## config.mk

```make
export PLATFORM = sky130hd
export DESIGN_NAME = id_sb_issue
export DESIGN_NICKNAME = d
export VERILOG_FILES = /design/src/rtl/id_sb_pkg.sv /design/src/rtl/id_sb_regfile.sv /design/src/rtl/id_sb_issue.sv
export SDC_FILE = /design/constraint.sdc
export NUM_CORES = 2
export LEC_CHECK = 0
export ABC_AREA = 1
export BUFFER_PORTS_ARGS = -buffer_cell sky130_fd_sc_hd__buf_2
export CAP_MARGIN = 20
export CORE_MARGIN = 2
export CORE_UTILIZATION = 40
export DETAILED_ROUTE_END_ITERATION = 12
export PLACE_DENSITY = 0.67
export SYNTH_ARGS = -nofsm -noshare
export SYNTH_HDL_FRONTEND = slang
export SYNTH_SLANG_ARGS = --single-unit
```

## constraint.sdc

```tcl
create_clock -name clk -period 103.7 [get_ports clk]
set_input_delay 10.37 -clock clk [delete_from_list [all_inputs] [get_ports clk]]
set_output_delay 10.37 -clock clk [all_outputs]
set_load 0.01 [all_outputs]
```

## src/rtl/id_sb_pkg.sv

```systemverilog
// -----------------------------------------------------------------------------
// id_sb_pkg
// Shared definitions for the decode/issue stage with per-register scoreboard.
//   SB_XLEN / SB_NREG / SB_RIDX : default datapath width, register count and
//                                 register index width.
//   cnt_width()                 : width of a counter able to hold 0..max.
//   issue_t                     : payload held in the issue output register.
// No ports (package).
// -----------------------------------------------------------------------------
package id_sb_pkg;

    localparam int SB_XLEN = 32;
    localparam int SB_NREG = 32;
    localparam int SB_RIDX = $clog2(SB_NREG);

    function automatic int cnt_width(input int max_inflight);
        return $clog2(max_inflight + 1);
    endfunction

    // Sized from the package defaults; the issue stage is built with the same
    // XLEN/NREG.
    typedef struct packed {
        logic [SB_XLEN-1:0] pc4;
        logic [SB_RIDX-1:0] rd;
        logic               wreg;
        logic [SB_XLEN-1:0] a;
        logic [SB_XLEN-1:0] b;
    } issue_t;

endpackage

```

## src/rtl/id_sb_regfile.sv

```systemverilog
// -----------------------------------------------------------------------------
// id_sb_regfile
// NREG x XLEN register file, two combinational read ports, one write port.
// Register 0 always reads as zero. A read of the index being written in the
// same cycle returns the write data (write-through bypass).
// Ports:
//   clk, clrn      : clock, asynchronous active-high reset (clears storage)
//   we, wa, wd     : write enable, write index, write data
//   ra1/rd1        : read port 1 index / data
//   ra2/rd2        : read port 2 index / data
// -----------------------------------------------------------------------------
module id_sb_regfile
    import id_sb_pkg::*;
#(
    parameter int XLEN = SB_XLEN,
    parameter int NREG = SB_NREG,
    parameter int RIDX = $clog2(NREG)
) (
    input  logic            clk,
    input  logic            clrn,
    input  logic            we,
    input  logic [RIDX-1:0] wa,
    input  logic [XLEN-1:0] wd,
    input  logic [RIDX-1:0] ra1,
    output logic [XLEN-1:0] rd1,
    input  logic [RIDX-1:0] ra2,
    output logic [XLEN-1:0] rd2
);

    logic [XLEN-1:0] regs_q [NREG];
    logic [XLEN-1:0] regs_d [NREG];

    always_comb begin
        regs_d = regs_q;
        if (we && (wa != '0)) begin
            regs_d[wa] = wd;
        end
    end

    always_ff @(posedge clk or posedge clrn) begin
        if (clrn) begin
            regs_q <= '{default: '0};
        end else begin
            regs_q <= regs_d;
        end
    end

    // Bypass lets a consumer see a value retiring in the same cycle.
    always_comb begin
        if (ra1 == '0) begin
            rd1 = '0;
        end else if (we && (wa == ra1)) begin
            rd1 = wd;
        end else begin
            rd1 = regs_q[ra1];
        end

        if (ra2 == '0) begin
            rd2 = '0;
        end else if (we && (wa == ra2)) begin
            rd2 = wd;
        end else begin
            rd2 = regs_q[ra2];
        end
    end

endmodule

```

## src/rtl/id_sb_issue.sv

```systemverilog
// -----------------------------------------------------------------------------
// id_sb_issue
// Decode/issue stage: per-register scoreboard of outstanding writers, an
// integrated register file with write-through bypass, and a one-entry
// valid/ready output register feeding EXE, flushable on taken branch/jump.
//
// Optional macro SB_BYPASS_EN: when defined, a source whose only outstanding
// writer releases and writes back in this same cycle is not treated as busy,
// so the reader issues immediately and picks up wb_data through the bypass.
// Without it the reader waits one more cycle for the counter to reach zero.
//
// Ports:
//   clk, clrn                    : clock, asynchronous active-high reset
//   in_valid / in_ready          : decoded-instruction handshake
//   in_pc4, in_rs, in_rt, in_rd  : PC+4 and register indices
//   in_uses_rs, in_uses_rt       : instruction reads rs / rt
//   in_wreg                      : instruction writes in_rd
//   out_valid / out_ready        : handshake toward EXE
//   out_a, out_b, out_rd,
//   out_wreg, out_pc4            : held issue payload
//   flush                        : discard the held entry
//   wb_we, wb_rd, wb_data        : register file writeback
//   rel_valid, rel_rd            : writer retired or squashed downstream
//   sb_err                       : sticky scoreboard underflow flag
// -----------------------------------------------------------------------------
module id_sb_issue
    import id_sb_pkg::*;
#(
    parameter int XLEN         = SB_XLEN,
    parameter int NREG         = SB_NREG,
    parameter int RIDX         = $clog2(NREG),
    parameter int MAX_INFLIGHT = 4,
    parameter int CW           = cnt_width(MAX_INFLIGHT)
) (
    input  logic            clk,
    input  logic            clrn,
    input  logic            in_valid,
    output logic            in_ready,
    input  logic [XLEN-1:0] in_pc4,
    input  logic [RIDX-1:0] in_rs,
    input  logic [RIDX-1:0] in_rt,
    input  logic [RIDX-1:0] in_rd,
    input  logic            in_uses_rs,
    input  logic            in_uses_rt,
    input  logic            in_wreg,
    output logic            out_valid,
    input  logic            out_ready,
    output logic [XLEN-1:0] out_a,
    output logic [XLEN-1:0] out_b,
    output logic [RIDX-1:0] out_rd,
    output logic            out_wreg,
    output logic [XLEN-1:0] out_pc4,
    input  logic            flush,
    input  logic            wb_we,
    input  logic [RIDX-1:0] wb_rd,
    input  logic [XLEN-1:0] wb_data,
    input  logic            rel_valid,
    input  logic [RIDX-1:0] rel_rd,
    output logic            sb_err
);

    logic [XLEN-1:0] rs_val;
    logic [XLEN-1:0] rt_val;

    logic [CW-1:0]   cnt_q [NREG];
    logic [CW-1:0]   cnt_d [NREG];
    logic            sb_err_q;
    logic            sb_err_d;
    logic            out_valid_q;
    logic            out_valid_d;
    issue_t          out_q;
    issue_t          out_d;

    logic            busy_rs;
    logic            busy_rt;
    logic            hazard_rs;
    logic            hazard_rt;
    logic            full_rd;
    logic            fire;
    logic            undo_flush;
    logic            inc_hit;
    logic            rel_hit;
    logic            undo_hit;
    logic [CW+1:0]   sum_w;
    logic [CW+1:0]   dec_w;

    id_sb_regfile #(
        .XLEN (XLEN),
        .NREG (NREG),
        .RIDX (RIDX)
    ) u_regfile (
        .clk  (clk),
        .clrn (clrn),
        .we   (wb_we),
        .wa   (wb_rd),
        .wd   (wb_data),
        .ra1  (in_rs),
        .rd1  (rs_val),
        .ra2  (in_rt),
        .rd2  (rt_val)
    );

    always_comb begin
        busy_rs = (cnt_q[in_rs] != '0);
        busy_rt = (cnt_q[in_rt] != '0);
`ifdef SB_BYPASS_EN
        // Last writer retiring with its data right now: value comes via bypass.
        if ((cnt_q[in_rs] == CW'(1)) && rel_valid && (rel_rd == in_rs) &&
            wb_we && (wb_rd == in_rs)) begin
            busy_rs = 1'b0;
        end
        if ((cnt_q[in_rt] == CW'(1)) && rel_valid && (rel_rd == in_rt) &&
            wb_we && (wb_rd == in_rt)) begin
            busy_rt = 1'b0;
        end
`endif
        hazard_rs  = in_uses_rs && (in_rs != '0) && busy_rs;
        hazard_rt  = in_uses_rt && (in_rt != '0) && busy_rt;
        full_rd    = in_wreg && (in_rd != '0) && (cnt_q[in_rd] == CW'(MAX_INFLIGHT));
        in_ready   = !flush && (!out_valid_q || out_ready) &&
                     !hazard_rs && !hazard_rt && !full_rd;
        fire       = in_valid && in_ready;
        undo_flush = flush && out_valid_q && out_q.wreg && (out_q.rd != '0);
    end

    // Each counter nets its increment against both decrement sources. A
    // release at zero is dropped and flagged; any other attempt to go below
    // zero is clamped and flagged as well.
    always_comb begin
        cnt_d    = cnt_q;
        sb_err_d = sb_err_q;
        inc_hit  = 1'b0;
        rel_hit  = 1'b0;
        undo_hit = 1'b0;
        sum_w    = '0;
        dec_w    = '0;
        for (int i = 1; i < NREG; i++) begin
            inc_hit  = fire && in_wreg && (in_rd == RIDX'(i));
            rel_hit  = rel_valid && (rel_rd == RIDX'(i));
            undo_hit = undo_flush && (out_q.rd == RIDX'(i));
            if (rel_hit && (cnt_q[i] == '0)) begin
                sb_err_d = 1'b1;
                rel_hit  = 1'b0;
            end
            sum_w = (CW+2)'(cnt_q[i]) + (CW+2)'(inc_hit);
            dec_w = (CW+2)'(rel_hit) + (CW+2)'(undo_hit);
            if (dec_w > sum_w) begin
                cnt_d[i] = '0;
                sb_err_d = 1'b1;
            end else begin
                cnt_d[i] = CW'(sum_w - dec_w);
            end
        end
    end

    // Flush already blocks fire through in_ready, so it only needs to drop
    // the held entry.
    always_comb begin
        out_valid_d = out_valid_q;
        out_d       = out_q;
        if (fire) begin
            out_valid_d = 1'b1;
            out_d.pc4   = in_pc4;
            out_d.rd    = in_rd;
            out_d.wreg  = in_wreg;
            out_d.a     = rs_val;
            out_d.b     = rt_val;
        end else if (flush || out_ready) begin
            out_valid_d = 1'b0;
        end
    end

    always_ff @(posedge clk or posedge clrn) begin
        if (clrn) begin
            cnt_q       <= '{default: '0};
            sb_err_q    <= 1'b0;
            out_valid_q <= 1'b0;
            out_q       <= '0;
        end else begin
            cnt_q       <= cnt_d;
            sb_err_q    <= sb_err_d;
            out_valid_q <= out_valid_d;
            out_q       <= out_d;
        end
    end

    assign out_valid = out_valid_q;
    assign out_a     = out_q.a;
    assign out_b     = out_q.b;
    assign out_rd    = out_q.rd;
    assign out_wreg  = out_q.wreg;
    assign out_pc4   = out_q.pc4;
    assign sb_err    = sb_err_q;

endmodule

```

* Word level (Yosys, flattened, before mapping)
Index checks and enable logic that the tools add are counted.
Storage, ports and cells: bits in registers 1221, logic and storage cells 639
Cells by class: $add $sub $neg 93, magnitude comparators 36, equal/unequal tests 96, mux-type cells 148, bitwise gates (word level) 4, reductions and logical operators 192
Operator list (count):
- $bwmux W1024 | 1
- $bmux W32 S5 | 2
- $mux W32 | 9
- $eq A5 B5 Y1 const B | 48
- $demux W32 S5 | 1
- $logic_and A1 B1 Y1 | 143
- $add A3 B1 Y4 | 31
- $gt A2 B4 Y1 | 31
- $eq A5 B4 Y1 const B | 24
- $mux W3 | 37
- $mux W1 | 95
- $logic_not A3 Y1 | 31
- $sub A3 B2 Y3 | 31
- $add A1 B1 Y2 | 31
- $reduce_bool A62 Y1 | 1
- $eq A5 B3 Y1 const B | 12
- $bmux W3 S5 | 3
- $eq A5 B2 Y1 const B | 6
- $reduce_bool A5 Y1 | 5
- $ge A6 B6 Y1 const B | 4
- $not A5 Y6 | 4
- $eq A5 B1 Y1 const B | 3
- $eq A5 B5 Y1 | 2
- $logic_not A5 Y1 | 2
- other kinds (6) | 12

* Logic depth before layout (Yosys ltp)
word-level depth 76, mapped depth 32, gate-level depth less buffers 30

* By module
From an unflattened synthesis, not the netlist that was laid out.
Unflattened totals: cells, all modules 10904, area, all modules 75052.0 um^2
By module, submodules not included:
- id_sb_regfile | instances 1, cells an instance 8852, area each 59514.6 um^2, seq. area each 25624.6 um^2
- id_sb_issue | instances 1, cells an instance 2052, area each 15537.4 um^2, seq. area each 4929.7 um^2

* Worst setup path after synthesis
No wires, ideal clock.
path kind input-to-output, from input in_rd[1], to output in_ready, arrival time 11847 ps, required time 93330 ps, setup slack 81483 ps, cell stages on the path 15, cells stage by stage buf_2 nand2_1 inv_1 buf_2 nand2_1 nand2_1 nor2_1 a21oi_1 nor2_1 nand2_1 nand2_1 nand2_1 nand2_1 nor2_4 buf_1
On the way: longest elaborated chain between the ends 8
Ends and longest elaborated chain:
- start, declared | line id_sb_issue.sv:42 | input logic [RIDX-1:0] in_rd,
- $not A5 Y6 (implied by the code) | line id_sb_issue.sv:119 | full_rd = in_wreg && (in_rd != '0) && (cnt_q[in_rd] == CW'(MAX_INFLIGHT));
- $bmux W3 S5 | line id_sb_issue.sv:119
- $mux W3 (implied by the code) (2 in a row) | line id_sb_issue.sv:119
- $eq A3 B3 Y1 | line id_sb_issue.sv:119
- $logic_and A1 B1 Y1 (*) | line id_sb_issue.sv:119
- $logic_not A1 Y1 (*) | line id_sb_issue.sv:121 | !hazard_rs && !hazard_rt && !full_rd;
- $logic_and A1 B1 Y1 (*) | line id_sb_issue.sv:121
- end, declared | line id_sb_issue.sv:38 | output logic in_ready,
Mark *: on every way between the ends. The rest lies on a longest branch, timed or not. The select of a mux whose other input is x is not followed.

* Worst setup path after layout
from input in_rs[2], to output in_ready
On the way: longest elaborated chain between the ends 10
Ends and longest elaborated chain:
- start, declared | line id_sb_issue.sv:40 | input logic [RIDX-1:0] in_rs,
- $not A5 Y6 (implied by the code) | line id_sb_issue.sv:104 | busy_rs = (cnt_q[in_rs] != '0);
- $bmux W3 S5 | line id_sb_issue.sv:104
- $mux W3 (implied by the code) (2 in a row) | line id_sb_issue.sv:104
- $reduce_bool A3 Y1 | line id_sb_issue.sv:104
- $logic_and A1 B1 Y1 (*) | line id_sb_issue.sv:117 | hazard_rs = in_uses_rs && (in_rs != '0) && busy_rs;
- $logic_not A1 Y1 (*) | line id_sb_issue.sv:121
- $logic_and A1 B1 Y1 (*) | line id_sb_issue.sv:120 | in_ready = !flush && (!out_valid_q || out_ready) &&
- $logic_and A1 B1 Y1 (*) (2 in a row) | line id_sb_issue.sv:121
Marks and branches as above.

==> out/metrics.yaml <==
grt:
  grt_overflow: 0
  antenna_found_initial: 20
  grt_pass1_wl_um: 429000
  grt_pass1_vias: 65200
  grtUsageTotal_pct: 32.5
  grt_max_degree: 193
clocking:
  cts_buffers: 136
  insertion_delay_ns: 0.86
  path_clk_slew_ns: 0.06
  root_buffer: "clkbuf_16"
  htree_levels: 4
  clock_sinks: 1221
  hold_buffers: 0
  cts_max_path_buffers: 3
  cts_tree: "yes"
  ctsResizeCount: 0
  postCtsSetupRepairBufs: 0
setup_path:
  crit_arrival_ns: 14.72
  worst_r2r_endpoint: "sb_err"
  r2r-start: "cnt_q[4]"
  critPathLaunch: "in_rs[2]"
  reg2reg_depth: 23
  crit_fanout: 45
  r2r_slack_ns: 97.95
  end_kind: "output port"
  criticalPathCategory: "primary input to output port"
  required_ns: 93.33
  startpoint_type: "primary input"
yosys:
  syn_area_per_cell_sq_um: 7.56
  yosys_most_used_dff: "dfrtp_1"
  async_flop_share_pct: 100
  synth_seq_area_share_pct: 44.3
  syn-num-nets: 9463
  netlist_instances: 9116
  yosysUniqueCellTypes: 40
  ys_warn_count: 0
  synth-seq-cells: 1221
  synth_area_sq_mm: 0.0690
  synth_edf_count: 0
power:
  power_switching_uw: 601
  p_clk_share_pct: 32.8
  peakVddDrop_v: 0.0000189
  leakage_nw: 34.8
  pwr-share-comb_pct: 26.0
  total_power_mw: 1.64
  p_int_mw: 1.04
  p_sw_share_pct: 36.7
  pwr-share-seq_pct: 41.2
  cellPowerDensity_mw_per_mm2: 21.4
placement:
  hpwlAfterDp_um: 170000
  gp_congestion: 0.958
  dp_slack_ns: 78.89
  numPortBuffers: 203
timing:
  max_freq_mhz: 39.8
  relSlewSlack_pct: 18.0
  final_max_slew_viol_count: 0
  setup_violations: 0
  final_hold_viol_count: 0
  period_share_pct: 24.2
  whs_ns: 0.402
  min_period_ns: 25.09
  fin_tns_setup_ns: 0
  setup_ws_ns: 78.61
  rsz0062_at_grt: "no"
  skew_ns: 0.0536
  tightest_slew_ns: 1.23
worst_hold_path:
  hp-start: "u_regfile.regs_q[1019]"
  hold_end: "u_regfile.regs_q[1019]"
  hold_path.class: "flop to flop"
  holdPathStages: 0
finish:
  nFillCells: 16900
  drive_gt1_share_pct: 6.78
  nets: 9163
  area_delta_synth_final_pct: 10.7
  fin_util_pct: 44.5
die:
  die_area_sq_mm: 0.176
  die_y_um: 419
  io_pins: 204
  start_util_pct: 40.2
  core_area_sq_mm: 0.171
  die_w_um: 419
  row_count: 152
status:
  status: "finished clean"
detailed_routing:
  via_per_inst: 6.13
  drc: 0
  routedWlPerCell_um: 25.9
  drtPass1Iterations: 8
  routed_wl_um: 291000
  ant_nets: 0
  vias: 68900
  drt_iter0_drc: 10300
job:
  cap_viol_max_count: 0
## synthesized netlist by cell type, types with 78 or more instances
| cell type | count | area share (%) |
|---|---|---|
| a22oi_1 | 78 | 0.85 |
| buf_2 | 90 | 0.65 |
| o211ai_1 | 317 | 3.5 |
| nor2_1 | 642 | 3.5 |
| nand3_1 | 718 | 5.2 |
| o21ai_0 | 1205 | 8.7 |
| clkbuf_1 | 599 | 3.3 |
| a21oi_1 | 615 | 4.5 |
| dfrtp_1 | 1221 | 44 |
| ha_1 | 217 | 3.9 |
| nand2_1 | 2230 | 12 |
| inv_1 | 633 | 3.4 |
| nand4_1 | 137 | 1.2 |
## worst max-delay path by stage
stage	cells after the start	slack [ns]	to
6_report	14	78.61	in_ready
5_1_grt	14	78.72	in_ready
4_1_cts	14	78.89	in_ready
3_5_place_dp	14	78.89	in_ready
3_3_place_gp	14	78.88	in_ready
2_1_floorplan	1	58.93	cnt_q[0]
## cell families after synthesis
| kind of cell | Yosys count | share of synthesized area [%] |
|---|---|---|
| flops | 1221 | 44.3 |
| buf+inv | 1400 | 7.80 |
| simple gates | 3801 | 22.8 |
| fa+ha+maj | 248 | 4.84 |
| xor+xnor | 62 | 0.788 |
| compound gates | 2384 | 19.5 |
## cells in the final DEF (no fill, tap or decap), types with 4 or more instances in the layout
| cell type | synthesis | routed |
|---|---|---|
| buf_6 | 0 | 4 |
| nand4_1 | 137 | 137 |
| nand3_1 | 718 | 714 |
| bufinv_16 | 0 | 20 |
| o2111ai_1 | 62 | 62 |
| a22oi_1 | 78 | 78 |
| inv_2 | 6 | 5 |
| xor2_1 | 22 | 22 |
| xnor2_1 | 40 | 40 |
| nand2_1 | 2230 | 2202 |
| buf_2 | 90 | 194 |
| o211ai_1 | 317 | 317 |
| ha_1 | 217 | 217 |
| a211oi_1 | 7 | 7 |
| clkbuf_8 | 0 | 26 |
| clkinv_16 | 0 | 11 |
| nand3b_1 | 14 | 14 |
| clkbuf_16 | 0 | 136 |
| o22ai_1 | 16 | 16 |
| dfrtp_1 | 1221 | 1221 |
| nand2_4 | 0 | 18 |
| nor2_4 | 5 | 13 |
| nor2_1 | 642 | 635 |
| inv_1 | 633 | 630 |
| clkinv_2 | 0 | 22 |
| nor4_1 | 16 | 16 |
| diode_2 | 0 | 14 |
| nor3_1 | 28 | 27 |
| o21ai_0 | 1205 | 1205 |
| buf_12 | 0 | 10 |
| o221ai_1 | 51 | 51 |
| fa_1 | 31 | 31 |
| clkbuf_1 | 599 | 26 |
| buf_4 | 2 | 102 |
| inv_6 | 0 | 5 |
| a21oi_1 | 615 | 614 |
| a31oi_1 | 23 | 23 |
| nand2_2 | 0 | 10 |
## power by group through the flow
stage / Sequential, mW / Clock, mW / Combinational [mW]
4_1_cts: 0.670 / 0.540 / 0.418
5_1_grt: 0.684 / 0.558 / 0.473
3_3_place_gp: 0.674 / 0 / 0.408
3_5_place_dp: 0.677 / 0 / 0.417
6_report: 0.674 / 0.537 / 0.426
2_1_floorplan: 0.661 / 0 / 0.267
## stage by stage
| step | instances | instance area (sq um) |
|---|---|---|
| 6_report | 11200 | 76300 |
| 5_1_grt | 11200 | 76300 |
| 4_1_cts | 11200 | 76200 |
| 3_5_place_dp | 11000 | 71200 |
| 3_3_place_gp | 11000 | 71200 |
| 2_1_floorplan | 9116 | 69000 |
## cell type report
type                       instances  area [sq um]  area share (%)
multi-input combinational       6495         33300            43.7
sequential                      1221         30600            40.0
clock buffer                     187          3840            5.04
tap                             2310          2890            3.79
inverter                         644          2440            3.20
timing repair buffer             318          2120            2.78
clock inverter                    58          1100            1.45
antenna                           14          35.0          0.0459
## sequential cells by signal, summed over array words and instances, names as in the netlist
name / flops
out_valid: 1
sb_err: 1
cnt_q: 93
out_b: 32
out_wreg: 1
out_rd: 5
u_regfile.regs_q: 1024
out_pc4: 32
out_a: 32
## worst max-delay path, cell delays in order
cell and delay [ns]:
buf_6 0.35, buf_4 0.70, buf_4 0.73, buf_4 0.57
inv_6 0.24, a21oi_1 0.19, nand3_1 0.10, nand3_1 0.07
nand3_1 0.10, nand3_1 0.14, nand2_1 0.09, nor2_4 0.10
buf_4 0.53, buf_2 0.25
## layer usage
layer	global-route usage, %	vias to the layer above	routed length, um
met3	10.2	1119	39500
met2	48.1	5095	124000
met5	0	-	78
met4	19.4	12	19300
li1	-	30000	-
met1	41.5	32700	109000
Power figures use the tool's default switching activity.
